<file path="config.mk">
export PLATFORM = sky130hd
export DESIGN_NAME = axi_lite_slave_regfile_flat
export DESIGN_NICKNAME = d
export VERILOG_FILES = /design/src/rtl/axi_lite_slave_regfile_if.sv /design/src/rtl/axi_lite_slave_regfile.sv /design/src/flat_wrapper.sv
export SDC_FILE = /design/constraint.sdc
export NUM_CORES = 1
export LEC_CHECK = 0
export BUFFER_PORTS_ARGS = -buffer_cell sky130_fd_sc_hd__buf_2
export CORE_MARGIN = 3
export CORE_UTILIZATION = 57
export DETAILED_ROUTE_END_ITERATION = 6
export GPL_TIMING_DRIVEN = 0
export PLACE_DENSITY_LB_ADDON = 0.25
export SLEW_MARGIN = 20
export SYNTH_ARGS = -nofsm -noshare
export SYNTH_HDL_FRONTEND = slang
export SYNTH_SLANG_ARGS = --single-unit
export TNS_END_PERCENT = 30
</file>
<file path="constraint.sdc">
create_clock -name aclk -period 2.2 [get_ports aclk]
set_input_delay 0.22 -clock aclk [delete_from_list [all_inputs] [get_ports aclk]]
set_output_delay 0.22 -clock aclk [all_outputs]
set_load 0.03 [all_outputs]
</file>
<file path="src/rtl/axi_lite_slave_regfile_if.sv">
// axi_lite_slave_regfile_if: AXI4-Lite bus bundle (AW, W, B, AR, R channels).
// Parameters:
//   ADDR_WIDTH - width of awaddr/araddr
//   DATA_WIDTH - width of wdata/rdata (32 for this register file)
// Modports:
//   master - drives addresses, write data, strobes, valids and response readies
//   slave  - drives address/data readies, responses and read data
interface axi_lite_slave_regfile_if #(
    parameter int ADDR_WIDTH = 32,
    parameter int DATA_WIDTH = 32
);
    logic [ADDR_WIDTH-1:0]   awaddr;
    logic                    awvalid;
    logic                    awready;
    logic [DATA_WIDTH-1:0]   wdata;
    logic [DATA_WIDTH/8-1:0] wstrb;
    logic                    wvalid;
    logic                    wready;
    logic [1:0]              bresp;
    logic                    bvalid;
    logic                    bready;
    logic [ADDR_WIDTH-1:0]   araddr;
    logic                    arvalid;
    logic                    arready;
    logic [DATA_WIDTH-1:0]   rdata;
    logic [1:0]              rresp;
    logic                    rvalid;
    logic                    rready;

    modport master (
        output awaddr, awvalid, wdata, wstrb, wvalid, bready, araddr, arvalid, rready,
        input  awready, wready, bresp, bvalid, arready, rdata, rresp, rvalid
    );

    modport slave (
        input  awaddr, awvalid, wdata, wstrb, wvalid, bready, araddr, arvalid, rready,
        output awready, wready, bresp, bvalid, arready, rdata, rresp, rvalid
    );
endinterface

</file>
<file path="src/rtl/axi_lite_slave_regfile.sv">
// axi_lite_slave_regfile: AXI4-Lite slave backed by a word-addressed register file.
// Ports:
//   aclk   - clock, all logic on the rising edge
//   areset - synchronous active-high reset
//   s_axi  - AXI4-Lite bus, slave modport
// Parameters: ADDR_WIDTH, DATA_WIDTH (32), NUM_REGS (power of two, 2..256).
// Build option: define AXI_LITE_SLV_ERR_EN to answer out-of-range accesses
// with SLVERR; otherwise they answer OKAY (writes dropped, reads return 0).
module axi_lite_slave_regfile #(
    parameter int ADDR_WIDTH = 32,
    parameter int DATA_WIDTH = 32,
    parameter int NUM_REGS   = 16
) (
    input logic                     aclk,
    input logic                     areset,
    axi_lite_slave_regfile_if.slave s_axi
);
    localparam int IW = $clog2(NUM_REGS);
    localparam int NB = DATA_WIDTH / 8;
    localparam logic [ADDR_WIDTH-1:0] LIMIT = ADDR_WIDTH'(NUM_REGS * 4);
    localparam logic [1:0] OKAY = 2'b00;
`ifdef AXI_LITE_SLV_ERR_EN
    localparam logic [1:0] ERR = 2'b10;
`else
    localparam logic [1:0] ERR = 2'b00;
`endif

    typedef enum logic {WR_IDLE, WR_RESP} wr_state_e;
    typedef enum logic {RD_IDLE, RD_DATA} rd_state_e;

    wr_state_e               wr_state_q, wr_state_d;
    rd_state_e               rd_state_q, rd_state_d;
    logic                    aw_held_q, aw_held_d;
    logic                    w_held_q, w_held_d;
    logic [ADDR_WIDTH-1:0]   awaddr_q, awaddr_d;
    logic [DATA_WIDTH-1:0]   wdata_q, wdata_d;
    logic [NB-1:0]           wstrb_q, wstrb_d;
    logic [1:0]              bresp_q, bresp_d;
    logic [DATA_WIDTH-1:0]   rdata_q, rdata_d;
    logic [1:0]              rresp_q, rresp_d;
    logic [DATA_WIDTH-1:0]   regs_q [NUM_REGS];
    logic [DATA_WIDTH-1:0]   regs_d [NUM_REGS];

    logic                    aw_hs, w_hs, ar_hs, commit;
    logic [ADDR_WIDTH-1:0]   wr_addr;
    logic [DATA_WIDTH-1:0]   wr_data;
    logic [NB-1:0]           wr_strb;
    logic                    wr_in_range, rd_in_range;
    logic [IW-1:0]           wr_idx, rd_idx;

    assign s_axi.awready = !areset && wr_state_q == WR_IDLE && !aw_held_q;
    assign s_axi.wready  = !areset && wr_state_q == WR_IDLE && !w_held_q;
    assign s_axi.arready = !areset && rd_state_q == RD_IDLE;
    assign s_axi.bvalid  = wr_state_q == WR_RESP;
    assign s_axi.bresp   = bresp_q;
    assign s_axi.rvalid  = rd_state_q == RD_DATA;
    assign s_axi.rdata   = rdata_q;
    assign s_axi.rresp   = rresp_q;

    assign aw_hs = s_axi.awvalid && s_axi.awready;
    assign w_hs  = s_axi.wvalid && s_axi.wready;
    assign ar_hs = s_axi.arvalid && s_axi.arready;

    // The commit edge may coincide with the last handshake, so take each
    // half of the write from the bus when it is not already held.
    assign wr_addr = aw_held_q ? awaddr_q : s_axi.awaddr;
    assign wr_data = w_held_q ? wdata_q : s_axi.wdata;
    assign wr_strb = w_held_q ? wstrb_q : s_axi.wstrb;
    assign commit  = wr_state_q == WR_IDLE && (aw_held_q || aw_hs) && (w_held_q || w_hs);

    assign wr_in_range = wr_addr < LIMIT;
    assign rd_in_range = s_axi.araddr < LIMIT;
    assign wr_idx      = wr_addr[2 +: IW];
    assign rd_idx      = s_axi.araddr[2 +: IW];

    always_comb begin
        wr_state_d = wr_state_q;
        rd_state_d = rd_state_q;
        aw_held_d  = aw_held_q;
        w_held_d   = w_held_q;
        awaddr_d   = awaddr_q;
        wdata_d    = wdata_q;
        wstrb_d    = wstrb_q;
        bresp_d    = bresp_q;
        rdata_d    = rdata_q;
        rresp_d    = rresp_q;
        regs_d     = regs_q;
        if (wr_state_q == WR_IDLE) begin
            if (aw_hs) begin
                aw_held_d = 1'b1;
                awaddr_d  = s_axi.awaddr;
            end
            if (w_hs) begin
                w_held_d = 1'b1;
                wdata_d  = s_axi.wdata;
                wstrb_d  = s_axi.wstrb;
            end
            if (commit) begin
                wr_state_d = WR_RESP;
                bresp_d    = wr_in_range ? OKAY : ERR;
                for (int i = 0; i < NB; i++)
                    if (wr_in_range && wr_strb[i])
                        regs_d[wr_idx][8*i +: 8] = wr_data[8*i +: 8];
            end
        end else if (s_axi.bready) begin
            wr_state_d = WR_IDLE;
            aw_held_d  = 1'b0;
            w_held_d   = 1'b0;
        end
        // Reads sample regs_q, so a same-edge commit is not yet visible.
        if (rd_state_q == RD_IDLE) begin
            if (ar_hs) begin
                rd_state_d = RD_DATA;
                rdata_d    = rd_in_range ? regs_q[rd_idx] : '0;
                rresp_d    = rd_in_range ? OKAY : ERR;
            end
        end else if (s_axi.rready) begin
            rd_state_d = RD_IDLE;
        end
    end

    always_ff @(posedge aclk) begin
        if (areset) begin
            wr_state_q <= WR_IDLE;
            rd_state_q <= RD_IDLE;
            aw_held_q  <= 1'b0;
            w_held_q   <= 1'b0;
            awaddr_q   <= '0;
            wdata_q    <= '0;
            wstrb_q    <= '0;
            bresp_q    <= '0;
            rdata_q    <= '0;
            rresp_q    <= '0;
            regs_q     <= '{default: '0};
        end else begin
            wr_state_q <= wr_state_d;
            rd_state_q <= rd_state_d;
            aw_held_q  <= aw_held_d;
            w_held_q   <= w_held_d;
            awaddr_q   <= awaddr_d;
            wdata_q    <= wdata_d;
            wstrb_q    <= wstrb_d;
            bresp_q    <= bresp_d;
            rdata_q    <= rdata_d;
            rresp_q    <= rresp_d;
            regs_q     <= regs_d;
        end
    end
endmodule
</file>
<file path="src/flat_wrapper.sv">
// flat-port wrapper written by rule: the top's interface ports become plain ports
module axi_lite_slave_regfile_flat 
#(
    parameter int ADDR_WIDTH = 32,
    parameter int DATA_WIDTH = 32,
    parameter int NUM_REGS   = 16
)
  (aclk, areset, s_axi_awaddr, s_axi_awvalid, s_axi_wdata, s_axi_wstrb, s_axi_wvalid, s_axi_bready, s_axi_araddr, s_axi_arvalid, s_axi_rready, s_axi_awready, s_axi_wready, s_axi_bresp, s_axi_bvalid, s_axi_arready, s_axi_rdata, s_axi_rresp, s_axi_rvalid);
  axi_lite_slave_regfile_if #(.ADDR_WIDTH(ADDR_WIDTH), .DATA_WIDTH(DATA_WIDTH)) s_axi_i ();
  input logic aclk;
  input logic areset;
  input wire logic [$bits(s_axi_i.awaddr)-1:0] s_axi_awaddr;
  input wire logic [$bits(s_axi_i.awvalid)-1:0] s_axi_awvalid;
  input wire logic [$bits(s_axi_i.wdata)-1:0] s_axi_wdata;
  input wire logic [$bits(s_axi_i.wstrb)-1:0] s_axi_wstrb;
  input wire logic [$bits(s_axi_i.wvalid)-1:0] s_axi_wvalid;
  input wire logic [$bits(s_axi_i.bready)-1:0] s_axi_bready;
  input wire logic [$bits(s_axi_i.araddr)-1:0] s_axi_araddr;
  input wire logic [$bits(s_axi_i.arvalid)-1:0] s_axi_arvalid;
  input wire logic [$bits(s_axi_i.rready)-1:0] s_axi_rready;
  output wire logic [$bits(s_axi_i.awready)-1:0] s_axi_awready;
  output wire logic [$bits(s_axi_i.wready)-1:0] s_axi_wready;
  output wire logic [$bits(s_axi_i.bresp)-1:0] s_axi_bresp;
  output wire logic [$bits(s_axi_i.bvalid)-1:0] s_axi_bvalid;
  output wire logic [$bits(s_axi_i.arready)-1:0] s_axi_arready;
  output wire logic [$bits(s_axi_i.rdata)-1:0] s_axi_rdata;
  output wire logic [$bits(s_axi_i.rresp)-1:0] s_axi_rresp;
  output wire logic [$bits(s_axi_i.rvalid)-1:0] s_axi_rvalid;
  assign s_axi_i.awaddr = s_axi_awaddr;
  assign s_axi_i.awvalid = s_axi_awvalid;
  assign s_axi_i.wdata = s_axi_wdata;
  assign s_axi_i.wstrb = s_axi_wstrb;
  assign s_axi_i.wvalid = s_axi_wvalid;
  assign s_axi_i.bready = s_axi_bready;
  assign s_axi_i.araddr = s_axi_araddr;
  assign s_axi_i.arvalid = s_axi_arvalid;
  assign s_axi_i.rready = s_axi_rready;
  assign s_axi_awready = s_axi_i.awready;
  assign s_axi_wready = s_axi_i.wready;
  assign s_axi_bresp = s_axi_i.bresp;
  assign s_axi_bvalid = s_axi_i.bvalid;
  assign s_axi_arready = s_axi_i.arready;
  assign s_axi_rdata = s_axi_i.rdata;
  assign s_axi_rresp = s_axi_i.rresp;
  assign s_axi_rvalid = s_axi_i.rvalid;
  axi_lite_slave_regfile #(.ADDR_WIDTH(ADDR_WIDTH), .DATA_WIDTH(DATA_WIDTH), .NUM_REGS(NUM_REGS)) u_core (.aclk(aclk), .areset(areset), .s_axi(s_axi_i));
endmodule
</file>
* Word-level counts from Yosys, hierarchy flattened
Cells that the tools add are included.
** Storage, ports and cells
- Bits of input ports :: 107
- Output and inout bits :: 41
- Register bits after elaboration :: 616
** Operators by class
- Mux-type cells :: 40
- Reductions and logical operators :: 27
- Equality and inequality tests :: 1
- $lt $le $gt $ge :: 5
- Bitwise logic cells :: 4
** Operators with widths (count)
- 2-to-1 mux 512 bit :: 10
- bitwise mux 512 bit :: 4
- demux 32 bit (select 4 bit) :: 4
- 2-to-1 mux 32 bit :: 6
- binary-select mux 32 bit (select 4 bit) :: 1
- less-than comparator 32 x 7 -> 1 bit (second input constant) :: 2
- 2-to-1 mux 24 bit :: 1
- 2-to-1 mux 16 bit :: 1
- logical AND 1 bit :: 14
- AND reduction 2 bit :: 6
- 2-to-1 mux 1 bit :: 11
- >= comparator 5 bit (second input constant) :: 2
- NOT 4 -> 5 bit :: 2
- 2-to-1 mux 8 bit :: 1
- less-than comparator 5 x 1 -> 1 bit (second input constant) :: 1
- 2-to-1 mux 4 bit :: 1
- nonzero test 2 bit :: 2
- zero test 1 bit :: 3
- logical OR 1 bit :: 2
- inequality test 2 bit (second input constant) :: 1
- NOT 1 bit :: 2

* Depth between registers and ports, before layout
- Depth after elaboration :: 20
- Gate-level depth with buffers :: 8
- Depth with buffers taken out :: 5

* Worst setup path after synthesis
No wires, ideal clock.
- Kind :: register to register
- From :: register u_core.w_held_q
- To :: register u_core.wdata_q[26]
- Arrival :: 2.234 ns
- Buffers on the path :: 4
- Library setup time :: 0.070 ns
- Cell stages (with the launch flop) :: 9
- Slack :: -0.104 ns
- Period minus slack after synthesis :: 2.304 ns
- Cells stage by stage :: dfxtp_1 > clkbuf_1 > buf_2 > nor3_1 > and2_1 > buf_2 > clkbuf_1 > nand2_1 > a21oi_1
** On the way
- Longest elaborated chain between the ends :: 4
** Ends and longest elaborated chain
- start, declared :: RTL line axi_lite_slave_regfile.sv:34 : logic w_held_q, w_held_d;
- start signal, assigned :: RTL line axi_lite_slave_regfile.sv:139 : w_held_q <= w_held_d;
- zero test 1 bit :: RTL line axi_lite_slave_regfile.sv:52 : assign s_axi.wready = !areset && wr_state_q == WR_IDLE && !w_held_q;
- logical AND 1 bit :: RTL line axi_lite_slave_regfile.sv:52
- via s_axi_wready :: RTL line flat_wrapper.sv:22 : output wire logic [$bits(s_axi_i.wready)-1:0] s_axi_wready;
- logical AND 1 bit :: RTL line axi_lite_slave_regfile.sv:61 : assign w_hs = s_axi.wvalid && s_axi.wready;
- AND reduction 2 bit (no line)
- end signal, assigned :: RTL line axi_lite_slave_regfile.sv:141 : wdata_q <= wdata_d;
- end, declared :: RTL line axi_lite_slave_regfile.sv:36 : logic [DATA_WIDTH-1:0] wdata_q, wdata_d;
The timed path passes the listed nets, and every way through them passes these cells.
A chain may end at the register's enable or synchronous reset.

* Final worst setup path
- From :: register u_core.aw_held_q
- To :: register u_core.regs_q[73] (netlist name)
** On the way
- Longest elaborated chain between the ends :: 17
- Elaborated cells between the ends (all ways) :: 36
** Ends and longest elaborated chain
- start, declared :: RTL line axi_lite_slave_regfile.sv:33 : logic aw_held_q, aw_held_d;
- start signal, assigned :: RTL line axi_lite_slave_regfile.sv:138 : aw_held_q <= aw_held_d;
- branches (longest 17 deep; another with less-than comparator 32 x 7 -> 1 bit)
- end signal, assigned :: RTL line axi_lite_slave_regfile.sv:146 : regs_q <= regs_d;
- end, declared :: RTL line axi_lite_slave_regfile.sv:41 : logic [DATA_WIDTH-1:0] regs_q [NUM_REGS];
Several ways; the timed one is not identified. The select of a mux whose other input is x is not followed.

==> results.json <==
{
  "status": "complete, but fails checks",
  "failed_checks": "negative setup slack",
  "crit_cells": 7,
  "r2r_slack_ns": -0.16,
  "cts_buffer_depth": 3,
  "postRouteAntennaNets": 0,
  "rsz0062_at_grt": "yes",
  "p_sw_share_pct": 24.31,
  "cts_made_buffers": 67,
  "synthFlopType": "dfxtp_1",
  "viasPerCell": 6.253,
  "hold_viol": 0,
  "fin_crit_ns": 2.356,
  "syn_avg_cell_area_sq_um": 11.43,
  "drtPass1Iterations": 5,
  "tritoncts": "built",
  "synth_most_common_cell": "dfxtp_1",
  "initial_core_util_pct": 57.78,
  "area_growth_pct": 21.07,
  "reg2reg_to": "u_core.regs_q[73]",
  "pwr-share-seq_pct": 44.5,
  "ys_types": 46,
  "htree_num_levels": 3,
  "crit_path_max_fanout": 10,
  "dpl.hpwl_um": 59470,
  "drv_slew": 0,
  "slowest_delay_ns": 0.44,
  "power_switching_mw": 6.141,
  "slew_headroom_pct": 31.29,
  "pwr-share-comb_pct": 9.6,
  "maxCapViolCount": 0,
  "fillers": 3400,
  "critPathTopFamily": "simple AND/OR/NAND/NOR gates",
  "irDropWorstVdd_uv": 628.5,
  "coreArea_sq_um": 50170,
  "hold_depth": 4,
  "p_total_mw": 25.27,
  "rows": 82,
  "cp-endpoint": "u_core.regs_q[73]",
  "die_w_um": 231.5,
  "die_h_um": 231.5,
  "pwr_density_cell_nw_per_um2": 719.9,
  "critPathSlowestCell": "nor3_4",
  "drtIter0Drc": 2100,
  "nets": 2960,
  "synth_top_cells_by_area": "dfxtp_1 42%, mux2i_1 19%, mux4_2 12%",
  "power_frac_clock_pct": 46.0,
  "hp-class": "in2reg",
  "grt_pass1_vias": 22490,
  "io_buffers": 135,
  "synthCells": 2537,
  "drive_above_1_share_pct": 23.93,
  "rr_startpoint": "u_core.aw_held_q",
  "grt_pass1_wl_um": 134600,
  "synth_top_cell_by_area": "dfxtp_1",
  "timing.hold.ws_ns": 0.2987,
  "grt_max_degree": 14,
  "drt-total-wl_um": 94420,
  "place_congestion": 0.8993,
  "finalSetupViolCount": 259,
  "ff2ff_path_depth": 7,
  "finalSetupTns_ns": -10.06,
  "numClockSinks": 614,
  "synth_top_area_share_pct": 42.40,
  "ys_seq_elements": 614,
  "tightest_slew_ns": 1.028,
  "ys_async_sr_fraction_pct": 0,
  "yosysWarnings": 0,
  "clk_pin_slew_ns": 0.06,
  "max_freq_mhz": 424.4,
  "internal_power_mw": 19.13,
  "dieArea_sq_um": 53600,
  "grt_antenna_before_repair": 2,
  "synth_edf_count": 0,
  "root_buffer": "clkbuf_16",
  "insertion_delay_ns": 0.61,
  "min_period_over_period_pct": 107.1,
  "fin_skew_ns": 0.01838,
  "layout_setup_ws_ns": -0.1562,
  "wl_per_cell_um": 26.43,
  "synth.cell_area_sq_um": 28990,
  "leakage_nw": 15.45,
  "pin_count": 148,
  "path_buf_inv": 2,
  "end_kind": "flop",
  "fin_util_pct": 69.95,
  "cp.arrival_ns": 2.89,
  "cp.required_ns": 2.73,
  "ys_seq_area_share_pct": 42.40,
  "crit_start": "u_core.aw_held_q",
  "grt_use_total_pct": 33.05,
  "grt-ovfl-total": 0,
  "startpoint_type": "flop",
  "drc": 0,
  "vias": 22340,
  "crit_chain": "buf_8 -> nor2b_2 -> a32oi_4 -> nor3_4 -> o211a_1 -> buf_4 -> mux2i_1",
  "timing_worst_setup_path_type": "reg2reg",
  "synth_top_cells_by_count": "614 x dfxtp_1, 548 x mux2i_1, 513 x nand2b_1"
}
[kinds of logic (layout without fill, tap and decap cells)]
logic type,count (synthesis),in the layout,synth area share [%]
flip-flops,614,614,42.40
other,1,5,0.01294
AND/OR/NAND/NOR,776,776,15.85
AO/OA/AOI/OAI,180,180,6.531
multiplexers,708,708,31.35
buffers and inverters,258,618,3.850
[final cells by class]
class,instances,area [sq um],area share [%]
antenna,1,2.502,0.007130
sequential,614,12300,35.04
clock inverter,15,207.7,0.5918
clock buffer,101,2049,5.840
multi-input combinational,1668,15950,45.45
buffer,197,1239,3.529
tap,672,840.8,2.396
timing repair buffer,267,2366,6.742
inverter,38,142.6,0.4064
[cell usage in the layout, fill, tap and decap left out, drive strengths merged, types with 4 or more instances in the layout]
master / netlist / layout
mux2i: 548 / 548
clkinv: 0 / 9
a21oi: 73 / 73
clkbuf: 156 / 245
buf: 64 / 245
o211ai: 61 / 61
nor4: 15 / 15
or2: 32 / 32
nor2: 10 / 10
dfxtp: 614 / 614
nand2b: 513 / 513
mux4: 160 / 160
o21ai: 32 / 32
nand2: 169 / 169
conb: 1 / 4
dlygate4sd3: 0 / 73
nor3: 21 / 21
inv: 38 / 39
bufinv: 0 / 5
[stage by stage]
step,setup slack (ns),cell area (sq um),instances
finish,-0.1562,35100,3573
global route,-0.1677,35100,3573
CTS,-0.01823,34270,3554
detailed placement,-0.7906,30540,3348
global placement,-0.7312,30520,3347
floorplan,0.02226,29000,2540
[worst min path at each step]
stage,slack (ns),from,end
3_3_place_gp,0.41,s_axi_rready,u_core.s_axi.rvalid
5_1_grt,0.32,s_axi_araddr[5],u_core.s_axi.rdata[31]
2_1_floorplan,0.32,s_axi_rready,u_core.s_axi.rvalid
4_1_cts,0.24,s_axi_araddr[5],u_core.s_axi.rdata[31]
3_5_place_dp,0.41,s_axi_rready,u_core.s_axi.rvalid
6_report,0.30,s_axi_araddr[5],u_core.s_axi.rdata[31]
[power by group through the flow]
stage / Clock, mW / Sequential [mW] / Combinational (mW)
after floorplan: 0 / 11.5 / 1.20
after global placement: 0 / 11.5 / 1.81
after detailed placement: 0 / 11.5 / 1.86
after CTS: 11.6 / 11.2 / 2.10
after global routing: 12.1 / 11.2 / 2.49
final: 11.6 / 11.2 / 2.42
[metal layers]
layer / up-vias / track usage (%) / routed length [um] / part of all wire (%)
met5: - / 0 / 0 / 0
met4: 0 / 17.76 / 6068 / 6.4
met3: 407 / 5.863 / 7046 / 7.5
met2: 1194 / 54.05 / 44570 / 47
met1: 11260 / 41.86 / 36740 / 39
li1: 9478 / - / - / -
[sequential cells by signal, indices dropped and copies added (netlist names)]
signal / count
u_core.aw_held_q: 1
u_core.regs_q: 512
u_core.w_held_q: 1
u_core.wdata_q: 32
u_core.s_axi.rdata: 32
u_core.s_axi.bvalid: 1
u_core.wstrb_q: 4
u_core.s_axi.rvalid: 1
u_core.awaddr_q: 30
[repair_timing]
item / 4_1_cts / 5_1_grt
gates cloned: 2 / 13
hold buffers: 73 / 0
gates resized for setup: 113 / 92
endpoints found under the setup margin: 545 / 550
pin swaps: 23 / 31
hold endpoints to repair: 70 / 0
setup buffers: 27 / 16
[tightest hold or removal path: cells and delay by family]
family	cells	cell delay (ns)
AO/OA/AOI/OAI	1	0.16
buffers and inverters	2	0.22
multiplexers	1	0.25
No activity file was read; power rests on OpenSTA's default activity.
